<file path="src/rtl/clk_digit_scan.sv">
// Multiplexed display scanner: steps a digit index at a programmable rate and
// emits the code of each position from a per-frame snapshot of time or alarm fields.
module clk_digit_scan #(
  parameter int         NUM_DIGITS   = 8,
  parameter int         SCAN_DIV     = 1000,
  parameter int         BLINK_FRAMES = 64,
  parameter bit         SHOW_SEP     = 1'b1,
  parameter logic [3:0] SEP_CODE     = 4'd11,
  parameter logic [3:0] BLANK_CODE   = 4'd10
) (
  input  logic                  clk,
  input  logic                  rst_n,
  input  logic                  src_sel,
  input  logic [6:0]            hour,
  input  logic [6:0]            minute,
  input  logic [6:0]            second,
  input  logic [6:0]            alm_hour,
  input  logic [6:0]            alm_minute,
  input  logic [6:0]            alm_second,
  input  logic [1:0]            edit_field,
  output logic [3:0]            num,
  output logic [NUM_DIGITS-1:0] an,
  output logic                  frame_start
);

  localparam int PRESC_W    = (SCAN_DIV > 1) ? $clog2(SCAN_DIV) : 1;
  localparam int IDX_W      = $clog2(NUM_DIGITS);
  localparam int BLINK_W    = (BLINK_FRAMES > 1) ? $clog2(BLINK_FRAMES) : 1;
  localparam int KIND_BLANK = 0;
  localparam int KIND_SEP   = 1;
  localparam int KIND_DIGIT = 2;

  function automatic int pos_kind(input int p);
    if (SHOW_SEP) begin
      if (p > 7) return KIND_BLANK;
      if (p == 2 || p == 5) return KIND_SEP;
      return KIND_DIGIT;
    end
    if (p > 5) return KIND_BLANK;
    return KIND_DIGIT;
  endfunction

  // Field number of a digit position: 1 hours, 2 minutes, 3 seconds.
  function automatic int pos_field(input int p);
    if (SHOW_SEP) return (p < 2) ? 1 : ((p < 5) ? 2 : 3);
    return (p / 2) + 1;
  endfunction

  function automatic bit pos_tens(input int p);
    if (SHOW_SEP) return (p == 0 || p == 3 || p == 6);
    return (p % 2) == 0;
  endfunction

  logic [PRESC_W-1:0]    presc_q, presc_d;
  logic [IDX_W-1:0]      idx_q, idx_d;
  logic [BLINK_W-1:0]    blink_cnt_q, blink_cnt_d;
  logic                  blink_phase_q, blink_phase_d;
  logic                  load_pending_q;
  logic                  snap_src_q, snap_src_d;
  logic [1:0]            snap_edit_q, snap_edit_d;
  logic [6:0]            snap_time_q [3];
  logic [6:0]            snap_time_d [3];
  logic [6:0]            snap_alm_q [3];
  logic [6:0]            snap_alm_d [3];
  logic [6:0]            live_time [3];
  logic [6:0]            live_alm [3];
  logic [3:0]            num_q, num_d;
  logic [NUM_DIGITS-1:0] an_q, an_d;
  logic                  frame_start_q, frame_start_d;
  logic                  tick, wrap, load;
  logic [1:0]            edit_eff;
  logic [6:0]            fld_val [3];
  logic [3:0]            fld_tens [3];
  logic [3:0]            fld_ones [3];
  logic [3:0]            pos_code [NUM_DIGITS];

  assign live_time[0] = hour;
  assign live_time[1] = minute;
  assign live_time[2] = second;
  assign live_alm[0]  = alm_hour;
  assign live_alm[1]  = alm_minute;
  assign live_alm[2]  = alm_second;

  always_comb begin
    tick          = (presc_q == PRESC_W'(SCAN_DIV - 1));
    wrap          = tick && (idx_q == IDX_W'(NUM_DIGITS - 1));
    load          = wrap || load_pending_q;
    presc_d       = tick ? '0 : presc_q + 1'b1;
    idx_d         = idx_q;
    blink_cnt_d   = blink_cnt_q;
    blink_phase_d = blink_phase_q;
    if (wrap) begin
      idx_d = '0;
      if (blink_cnt_q == BLINK_W'(BLINK_FRAMES - 1)) begin
        blink_cnt_d   = '0;
        blink_phase_d = ~blink_phase_q;
      end else begin
        blink_cnt_d = blink_cnt_q + 1'b1;
      end
    end else if (tick) begin
      idx_d = idx_q + 1'b1;
    end
    snap_src_d  = load ? src_sel : snap_src_q;
    snap_edit_d = load ? edit_field : snap_edit_q;
  end

  // The first frame after reset reads the live inputs so digit 0 already shows the fresh snapshot.
  assign edit_eff = load_pending_q ? edit_field : snap_edit_q;

  generate
    for (genvar gi = 0; gi < 3; gi++) begin : g_field
      assign snap_time_d[gi] = load ? live_time[gi] : snap_time_q[gi];
      assign snap_alm_d[gi]  = load ? live_alm[gi] : snap_alm_q[gi];
      assign fld_val[gi]  = load_pending_q ? (src_sel ? live_alm[gi] : live_time[gi])
                                           : (snap_src_q ? snap_alm_q[gi] : snap_time_q[gi]);
      assign fld_tens[gi] = (fld_val[gi] > 7'd99) ? 4'd9 : 4'(fld_val[gi] / 7'd10);
      assign fld_ones[gi] = (fld_val[gi] > 7'd99) ? 4'd9 : 4'(fld_val[gi] % 7'd10);
    end

    for (genvar gi = 0; gi < NUM_DIGITS; gi++) begin : g_pos
      if (pos_kind(gi) == KIND_BLANK) begin : g_blank
        assign pos_code[gi] = BLANK_CODE;
      end else if (pos_kind(gi) == KIND_SEP) begin : g_sep
        assign pos_code[gi] = SEP_CODE;
      end else begin : g_digit
        localparam int F = pos_field(gi) - 1;
        localparam bit T = pos_tens(gi);
        assign pos_code[gi] = (blink_phase_q && (edit_eff == 2'(F + 1))) ? BLANK_CODE
                            : (T ? fld_tens[F] : fld_ones[F]);
      end
      assign an_d[gi] = (idx_q != IDX_W'(gi));
    end
  endgenerate

  always_comb begin
    num_d         = pos_code[idx_q];
    frame_start_d = (idx_q == '0) && (presc_q == '0);
  end

  always_ff @(posedge clk) begin
    if (!rst_n) begin
      presc_q        <= '0;
      idx_q          <= '0;
      blink_cnt_q    <= '0;
      blink_phase_q  <= 1'b0;
      load_pending_q <= 1'b1;
      snap_src_q     <= 1'b0;
      snap_edit_q    <= '0;
      for (int i = 0; i < 3; i++) begin
        snap_time_q[i] <= '0;
        snap_alm_q[i]  <= '0;
      end
      num_q          <= BLANK_CODE;
      an_q           <= '1;
      frame_start_q  <= 1'b0;
    end else begin
      presc_q        <= presc_d;
      idx_q          <= idx_d;
      blink_cnt_q    <= blink_cnt_d;
      blink_phase_q  <= blink_phase_d;
      load_pending_q <= 1'b0;
      snap_src_q     <= snap_src_d;
      snap_edit_q    <= snap_edit_d;
      for (int i = 0; i < 3; i++) begin
        snap_time_q[i] <= snap_time_d[i];
        snap_alm_q[i]  <= snap_alm_d[i];
      end
      num_q          <= num_d;
      an_q           <= an_d;
      frame_start_q  <= frame_start_d;
    end
  end

  assign num         = num_q;
  assign an          = an_q;
  assign frame_start = frame_start_q;

endmodule

</file>
<file path="config.mk">
export PLATFORM = sky130hd
export DESIGN_NAME = clk_digit_scan
export DESIGN_NICKNAME = d
export VERILOG_FILES = /design/src/rtl/clk_digit_scan.sv
export SDC_FILE = /design/constraint.sdc
export NUM_CORES = 1
export LEC_CHECK = 0
export CORE_MARGIN = 2
export CORE_UTILIZATION = 50
export DETAILED_ROUTE_END_ITERATION = 8
export HOLD_SLACK_MARGIN = 0.08
export PLACE_DENSITY = 0.82
export SYNTH_ARGS = -nofsm -noshare
export SYNTH_HDL_FRONTEND = slang
export SYNTH_SLANG_ARGS = --single-unit
</file>
<file path="constraint.sdc">
create_clock -name clk -period 3.75 [get_ports clk]
set_input_delay 0.75 -clock clk [delete_from_list [all_inputs] [get_ports clk]]
set_output_delay 0.75 -clock clk [all_outputs]
set_load 0.02 [all_outputs]
</file>
Word-level counts from Yosys, hierarchy flattened
Memory sizes are Yosys's and may differ from the RTL's.
Index checks and enable logic that the tools add are counted.
Operators by class
  muxes and demuxes: 40
  $lt $le $gt $ge: 4
  add/subtract/negate cells: 3
  bitwise operators: 9
  divide/modulo/power cells: 6
  equality and inequality tests: 13
  reduce and logical (&&, ||, !) cells: 12
Operators with widths (number)
  $mux W7: 21
  $mux W4: 14
  $div A7 B4 Y7 const B: 3
  $gt A7 B7 Y1 const B: 3
  $mod A7 B4 Y7 const B: 3
  $bmux W4 S3: 1
  $ne A3 B3 Y1 const B: 4
  $add A10 B1 Y10 const B: 1
  $eq A10 B10 Y1 const B: 1
  $logic_not A10 Y1: 1
  $add A6 B1 Y6 const B: 1
  $eq A6 B6 Y1 const B: 1
  $mux W6: 1
  $ne A3 B2 Y1 const B: 2
  $or A1 B1 Y1: 6
  $logic_and A1 B1 Y1: 5
  $eq A2 B2 Y1 const B: 2
  $ge A4 B4 Y1 const B: 1
  $not A3 Y4: 1
  $reduce_or A2 Y1: 2
  $add A3 B1 Y3 const B: 1
  $eq A3 B3 Y1 const B: 1
  $logic_not A3 Y1: 1
  $ne A3 B1 Y1 const B: 1
  other kinds (7): 9
Storage, ports and cells
  RAM bits: 42
  memories kept: 2
  logic and storage cells: 99
  register bits after elaboration: 37
  output and inout bits: 13
Memories
  snap_alm_q: depth 3, bits a word 7, read ports 3, clocked after Yosys merged registers in 0, wr ports 3, RTL line 63  | logic [6:0] snap_alm_q [3];
  snap_time_q: depth 3, bits a word 7, read ports 3, clocked after Yosys merged registers in 0, wr ports 3, RTL line 61  | logic [6:0] snap_time_q [3];

Logic depth before layout (Yosys ltp)
Gate-level depths: netlist of run 1.
An unclocked memory read counts as a cell.
  depth in word-level cells: 9
  gate-level depth with buffers: 17

Worst setup path before layout of run 1
Ideal clock, no wire load.
  path kind: input to register
  start: in src_sel
  end: reg num_q[0], in the netlist num[0]
  cell stages on the path: 16
  buffers on the path: 2
  data arrival time: 3467 ps
  library setup time: 124 ps
  setup slack: 159 ps
  cell sequence: buf_6 > buf_12 > mux2i_1 > mux2_2 > nand2_1 > o21ai_0 > a221oi_2 > ha_1 > inv_1 > a21oi_1 > o22ai_1 > a221o_1 > nor2_2 > a41oi_1 > a211oi_1 > nor3_1
On the way
  cells in the longest elaborated chain, start to end: 8
Ends and longest elaborated chain
  from (decl): RTL line 13  | input logic src_sel,
  $mux W7 (2 in series): RTL line 114  | assign fld_val[gi] = load_pending_q ? (src_sel ? live_alm[gi] : live_time[gi])
  $mod A7 B4 Y7, or another cell as far along: RTL line 117  | assign fld_ones[gi] = (fld_val[gi] > 7'd99) ? 4'd9 : 4'(fld_val[gi] % 7'd10);
  $mux W4 (on tied branches): RTL line 117, 116
  $mux W4: RTL line 128  | assign pos_code[gi] = (blink_phase_q && (edit_eff == 2'(F + 1))) ? BLANK_CODE
  $bmux W4 S3 (*): RTL line 136  | num_d = pos_code[idx_q];
  $mux W4 (not written as such) (*) (2 in series): RTL line 136
  to (signal assigned): RTL line 168  | num_q <= num_d;
  to (decl): RTL line 67  | logic [3:0] num_q, num_d;
Mark *: on every way between the ends. The rest lies on a longest branch, timed or not. The select of a mux whose other input is x is not followed.
A chain may end at the register's enable or synchronous reset.

Worst setup path after layout of run 1
  start: in alm_minute[6]
  end: reg num_q[0], in the netlist num[0]
On the way
  cells in the longest elaborated chain, start to end: 8
Ends and longest elaborated chain
  from (decl): RTL line 18  | input logic [6:0] alm_minute,
  $mux W7 (*) (2 in series): RTL line 114
  $mod A7 B4 Y7, or another cell as far along: RTL line 117
  $mux W4 (on tied branches): RTL line 117, 116
  $mux W4: RTL line 128
  $bmux W4 S3 (*): RTL line 136
  $mux W4 (not written as such) (*) (2 in series): RTL line 136
Marks and branches as above.

==> results by group, run 1 <==
Timing
  • Fin. max-slew vios: 0
  • Clock skew: just over 0.01 ns
  • Max_slew headroom: 38.7%
  • Setup violations, final: 0
  • RSZ-0062 raised after global routing: false
  • Final min period: about 3.5 ns
  • Hold slack: 0.450 ns
  • Hold Fails Final Rpt: 0
  • Fmax achieved: approximately 290 MHz
  • Worst slew pin tran: just over 0.9 ns
  • Tcrit/Tclk final: 93.0%

Global routing
  • Grt ovf: 0
  • Global-route wire length before repair: 25500 µm
  • Antenna violations before repair: 0
  • Vias in the first global route: 5454
  • Largest net degree at the start of global routing: between 40 and 50
  • Total GRT Usage: a little over a quarter

Setup path
  • Reg2Reg Depth: 14
  • Worst reg2reg startpoint: snap_src_q
  • R2R Setup Slk: 0.43 ns
  • Critical path fanouts, max: 4
  • Reg-to-reg endpoint: num[2]
  • Worst EP required: about 4 ns
  • Worst-path cell chain: clkdlybuf4s50_1, mux2i_4, mux2_4, xnor2_4, a21oi_1, a221oi_2, ha_2, inv_1, a21oi_1, o22ai_1, a221o_1, nor2_2, a41oi_1, a211oi_2, nor3_1
  • Crit end category: flop
  • Largest stage delay, worst path: 0.56 ns
  • Most used cell, CP: a21oi_1
  • CP Data Arrival Time: 3.74 ns
  • Startpoint Class: input port
  • Kind of critical path: input port to flop
  • Crit-path slowest cell: clkdlybuf4s50_1

Yosys
  • #FFs+latches synth: 79
  • Post-synthesis sequential area ratio: 29.0%
  • EDFF count, synth: 0
  • Synth async-reset ratio: 0%
  • Cells after synthesis: 711
  • Mapped Nets: slightly below 800
  • Area share of the largest cell type after synthesis: 29.0%
  • Yosys cell types: 63
  • Dominant cells by area after synthesis: dfxtp_1 (29%), nand2_1 (10%), mux2i_1 (7.9%)
  • Mapped Area: 5460 µm²
  • Mean Syn Cell Area: approximately 7.7 µm²
  • Top_reg_cell synth: dfxtp_1
  • Yosys Warn Count: 0
  • Cell taking the most area after synthesis: dfxtp_1

Clock network
  • Hold_buf cts: 0
  • Worst-skew pair later-pin latency: 0.36 ns
  • Maximum clock insertion buffer count: 2
  • Sink Count: between 70 and 80
  • Clk root buf: clkbuf_8
  • Clock buffer count from CTS: 9
  • Worst-path clk slew: 0.09 ns
  • Htree depth: 3
  • CTS tree: built

Placed design
  • Global placer's final weighted congestion: 0.935
  • IO Port Bufs: between 50 and 60
  • Post-DP HPWL: 11500 µm

Status
  • Status: finished clean

Cells and area
  • FILL cells: 920
  • Storage cell area: around 1600 µm²
  • Share of layout cells above drive strength 1: 19.4%
  • Fin nets: 882
  • Area occupied by multi-input gates: 3710 µm²
  • Ant. Diodes: 0
  • P&R area growth vs syn: 27.9%

Detailed routing
  • Drt wl/cell: 16.4 µm
  • 1st-iter DRT viols: 471
  • Antenna-violating nets left: 0
  • Vias: between 5000 and 6000
  • 1st-pass router iterations: 6
  • Via density: approximately 5.9
  • Final wirelength: 15900 µm
  • Post-route DRC: 0

Pwr
  • Total power: roughly 2.4 mW
  • VDD IR max: 0.000189 V
  • P per Cell Area: 341 nW/µm²
  • Leak: 2.68 nW

Die
  • Row count: 38
  • Die outline width: between 100 and 150 µm
  • Starting Density: 50.8%
  • Core ar.: around 11000 µm²
  • Num ports: 60
  • Die ar.: 11800 µm²
  • Overall die height: around 110 µm

Worst hold path
  • Hold path depth: 2
  • WHS Endpoint: snap_alm_q[0][7]
  • Worst Hold Class: flop to flop
  • Hold Crit Start: snap_alm_q[0][7]

Run
  • Max-cap violations: 0
==> timing repair <==
action / in CTS / in global routing
endpoints found under the setup margin: 1 / 4
pin swaps: 0 / 7
hold endpoints to repair: 0 / 0
gates resized for setup: 3 / 22
cloned: 0 / 1
buffers inserted: 0 / 0
==> area by class of cell <==
cell class              count  share of cell area [%]
repair buffers            145                    18.2
multi-input cells         577                    53.1
well taps                 140                    2.51
clock buffers              11                    2.03
clock inverters             5                   0.824
flip-flops and latches     79                    22.7
inverters                  11                   0.663
==> layer usage <==
metal | part of all wire (%) | track usage [%]
met1 | 43 | 33.0
met2 | 50 | 47.8
met3 | 5.7 | 3.86
met4 | 2.0 | 8.97
met5 | 0 | 0
==> power breakdown <==
| part | total, mW | switching [mW] | internal (mW) | leakage (nW) |
|---|---|---|---|---|
| Combinational | 0.831 | 0.437 | 0.394 | 1.94 |
| Clock | 0.652 | 0.327 | 0.325 | 0.0916 |
| Sequential | 0.900 | 0.0239 | 0.876 | 0.648 |
==> critical path, delay by kind of cell <==
kind	cells	cell delay (ns)
fa+ha+maj	1	0.23
buf+inv	2	0.61
simple gates	2	0.22
compound gates	7	1.31
mux	2	0.43
xor+xnor	1	0.18
==> flip-flops by register name, indices dropped and copies added (netlist names) <==
name,flops
snap_alm_q,21
an,8
blink_cnt_q,6
idx_q,3
frame_start,1
snap_time_q,21
num,4
blink_phase_q,1
snap_edit_q,2
load_pending_q,1
presc_q,10
snap_src_q,1
==> cell usage after synthesis (all sizes together) (7+ instances only) <==
| master | count |
|---|---|
| nor4 | 7 |
| nor3 | 21 |
| a211oi | 11 |
| nand3 | 26 |
| mux2i | 53 |
| clkbuf | 25 |
| xnor2 | 14 |
| xor2 | 7 |
| mux2 | 21 |
| o22ai | 8 |
| dfxtp | 79 |
| a21oi | 76 |
| nand2 | 152 |
| buf | 19 |
| a31oi | 9 |
| o21ai | 32 |
| a221oi | 7 |
| ha | 12 |
| inv | 11 |
| nor2 | 59 |
==> worst max path at each step <==
stage	startpoint	end	slack [ns]
global route	minute[6]	num[2]	0.11
floorplan	src_sel	num[0]	0.16
detailed placement	src_sel	num[0]	-0.45
global placement	src_sel	num[0]	-0.20
finish	alm_minute[6]	num[0]	0.26
CTS	src_sel	num[0]	0.03
==> logic make-up (layout without fill, tap and decap cells) <==
family                     after synthesis  after routing  synth area share (%)
AOI/OAI and AO/OA                      186            186                  21.8
xor gates and xnor gates                21             21                  3.37
adders and majority gates               12             12                  2.75
buffers and inverters                   55            172                  5.41
DFF                                     79             79                  29.0
muxes                                   74             74                  15.5
and+or+nand+nor                        284            284                  22.2
==> cells in the final DEF (no fill, tap or decap), drive strengths merged, types with 4 or more instances in the layout <==
cell type and n:
o32ai 4, clkbuf 12, buf 85, nor3 21
nor4 7, xor2 7, a221oi 7, ha 12
clkdlybuf4s50 58, mux2 21, a21oi 76, inv 11
a31oi 9, nand3 26, o21ai 32, xnor2 14
a211oi 11, nor2 59, a22oi 5, dfxtp 79
o22ai 8, mux2i 53, nand2 152, o31ai 5
o211ai 5
==> through the flow <==
step	setup slack, ns	setup TNS [ns]	instance area, µm²	utilization [%]	std cells
6_report	0.263	0	6980	65.0	968
5_1_grt	0.111	0	6980	65.0	968
4_1_cts	0.0260	0	6850	63.7	967
3_5_place_dp	-0.451	-1.32	6640	61.8	951
3_3_place_gp	-0.197	-0.568	6640	61.8	951
2_1_floorplan	0.159	0	5460	-	711
No activity file was read; power rests on OpenSTA's default activity.
==> inputs of run 2 (changes only) <==
- CORE_UTILIZATION: 50 -> 32
- PLACE_DENSITY: 0.82 -> 0.59
==> results by group, run 2 (synthesis gave the netlist of run 1 again) <==
Status
  • Status: finished clean

Timing
  • Fin. max-slew vios: 0
  • RSZ-0062 raised after global routing: false
  • Fmax achieved: 287 MHz
  • Setup slack after layout: 0.268 ns
  • Tcrit/Tclk final: 92.9%
  • Hold Fails Final Rpt: 0
  • Setup violations, final: 0
  • Clock skew: 0.0105 ns
  • Worst slew pin tran: between 0.5 and 0.6 ns
  • Final min period: 3.48 ns
  • Setup TNS: 0 ns
  • Max_slew headroom: 64.1%

Clock network
  • Worst-skew pair later-pin latency: 0.35 ns
  • Maximum clock insertion buffer count: 2
  • Sink Count: 79
  • Clock buffer count from CTS: 9
  • Worst-path clk slew: about 0.060 ns
  • Htree depth: 3
  • CTS tree: built
  • Clk root buf: clkbuf_16

Placed design
  • IO Port Bufs: 59
  • Pre-CTS setup slack: -0.334 ns
  • Cell count after placement: 1036
  • Post-DP HPWL: about 12000 µm
  • Global placer's final weighted congestion: 0.942

Cells and area
  • Commonest non-fill, non-tap cell in the layout: nand2_1
  • FILL cells: 1686
  • Fin cells: 1052
  • Area occupied by multi-input gates: roughly 3600 µm²
  • Layout Utilization: 42.5%
  • Storage cell area: between 1500 and 2000 µm²
  • Ant. Diodes: 0
  • Share of layout cells above drive strength 1: 18.4%
  • Largest registers: snap_alm_q: 21 flops, snap_time_q: 21 flops, presc_q: 10 flops
  • P&R area growth vs syn: 29.7%
  • Most frequent cells in the layout: nand2_1 (152), buf_4 (88), dfxtp_1 (79)
  • Fin nets: 886

Pwr
  • Leak: 2.72 nW
  • Comb pwr share: 31.5%
  • P per Cell Area: 355 nW/µm²
  • Cell-internal power: 1.72 mW
  • Clock Power Share: 32.8%
  • Psw: between 0.7 and 0.8 mW
  • Sw Share: 31.5%
  • Sequential share of power: 35.7%
  • VDD IR max: approximately 0.00023 V
  • Total power: ~2.5 mW

Setup path
  • Kind of critical path: input port to flop
  • Reg2Reg Depth: 14
  • CP Data Arrival Time: 3.71 ns
  • Crit end category: flop
  • Critical Path Start: alm_minute[3]
  • Startpoint Class: input port
  • Reg-to-reg endpoint: num[0]
  • R2R Setup Slk: 0.49 ns
  • Worst reg2reg startpoint: load_pending_q
  • Critical path fanouts, max: 4
  • Worst EP required: 3.98 ns

Die
  • Row count: 47
  • Die ar.: 18100 µm²
  • Starting Density: about a third
  • Overall die height: 135 µm
  • Die outline width: between 100 and 150 µm
  • Core ar.: 16600 µm²
  • Num ports: 60

Detailed routing
  • Post-route DRC: 0
  • Final wirelength: 15400 µm
  • Vias: 5512
  • Via density: 5.24
  • Drt wl/cell: 14.6 µm
  • 1st-pass router iterations: 5
  • 1st-iter DRT viols: 299
  • Antenna-violating nets left: 0

Global routing
  • Total GRT Usage: 17.7%
  • Global-route wire length before repair: 25900 µm
  • Largest net degree at the start of global routing: 46
  • Grt ovf: 0
  • Vias in the first global route: between 5000 and 6000
  • Antenna violations before repair: 0

Worst hold path
  • WHS Endpoint: snap_time_q[0][1]
  • Hold path depth: 2
  • Worst Hold Class: flop to flop
  • Hold Crit Start: snap_time_q[0][1]

Run
  • Max-cap violations: 0
-- run 2: cell types whose count changed in the layout (fill, tap and decap cells not counted), sizes merged --
cell      before  now
clkbuf        12   11
clkinv         1    4
inv           11   10
buf           85   90
bufinv         1    0
clkinvlp       3    2
-- run 2: final cells by class --
| type | instances | share of cell area (%) |
|---|---|---|
| multi-input cells | 577 | 51.1 |
| flip-flops and latches | 79 | 22.3 |
| repair buffers | 149 | 18.2 |
| well taps | 220 | 3.89 |
| clock buffers | 11 | 3.43 |
| inverters | 11 | 0.654 |
| clock inverters | 5 | 0.477 |
-- run 2: worst max path at each step --
stage,slack [ns],to
floorplan,0.16,num[0]
global placement,-0.23,num[2]
detailed placement,-0.33,num[0]
CTS,0.01,num[0]
global route,0.009,num[1]
finish,0.27,num[0]
-- run 2: timing repair --
action,in CTS,in global routing
resized for setup,0,9
hold buffers,0,0
setup endpoints to repair,0,4
setup buffers,0,0
-- run 2: power groups by stage --
stage / Combinational (mW) / Clock [mW] / Sequential (mW)
2_1_floorplan: 0.475 / 0 / 0.919
3_3_place_gp: 0.783 / 0 / 0.917
3_5_place_dp: 0.782 / 0 / 0.917
4_1_cts: 0.786 / 0.845 / 0.898
5_1_grt: 0.878 / 0.878 / 0.901
6_report: 0.794 / 0.824 / 0.898
-- run 2: routing by layer --
metal	vias to the layer above	global-route usage [%]	share of wire (%)	wire length (µm)
met5	-	0	0	0
li1	2789	-	-	-
met3	20	2.85	2.9	443
met4	0	6.14	1.7	269
met1	2605	22.7	47	7180
met2	98	30.1	49	7500
-- run 2: stage by stage --
stage,area [µm²],hold WS (ns)
floorplan,5460,0.427
global placement,6780,0.438
detailed placement,6780,0.443
CTS,7050,0.452
global route,7080,0.465
finish,7080,0.449
-- run 2: critical path: stages --
cell and delay, ns:
clkdlybuf4s50_1 0.50, mux2i_2 0.09, mux2_2 0.32, nand3_1 0.07, o21ai_0 0.11, a221oi_2 0.33
ha_2 0.23, inv_1 0.05, a21oi_1 0.11, o22ai_1 0.09, a221o_1 0.41, nor2_2 0.15
a41oi_1 0.17, a211oi_1 0.23, nor3_1 0.09
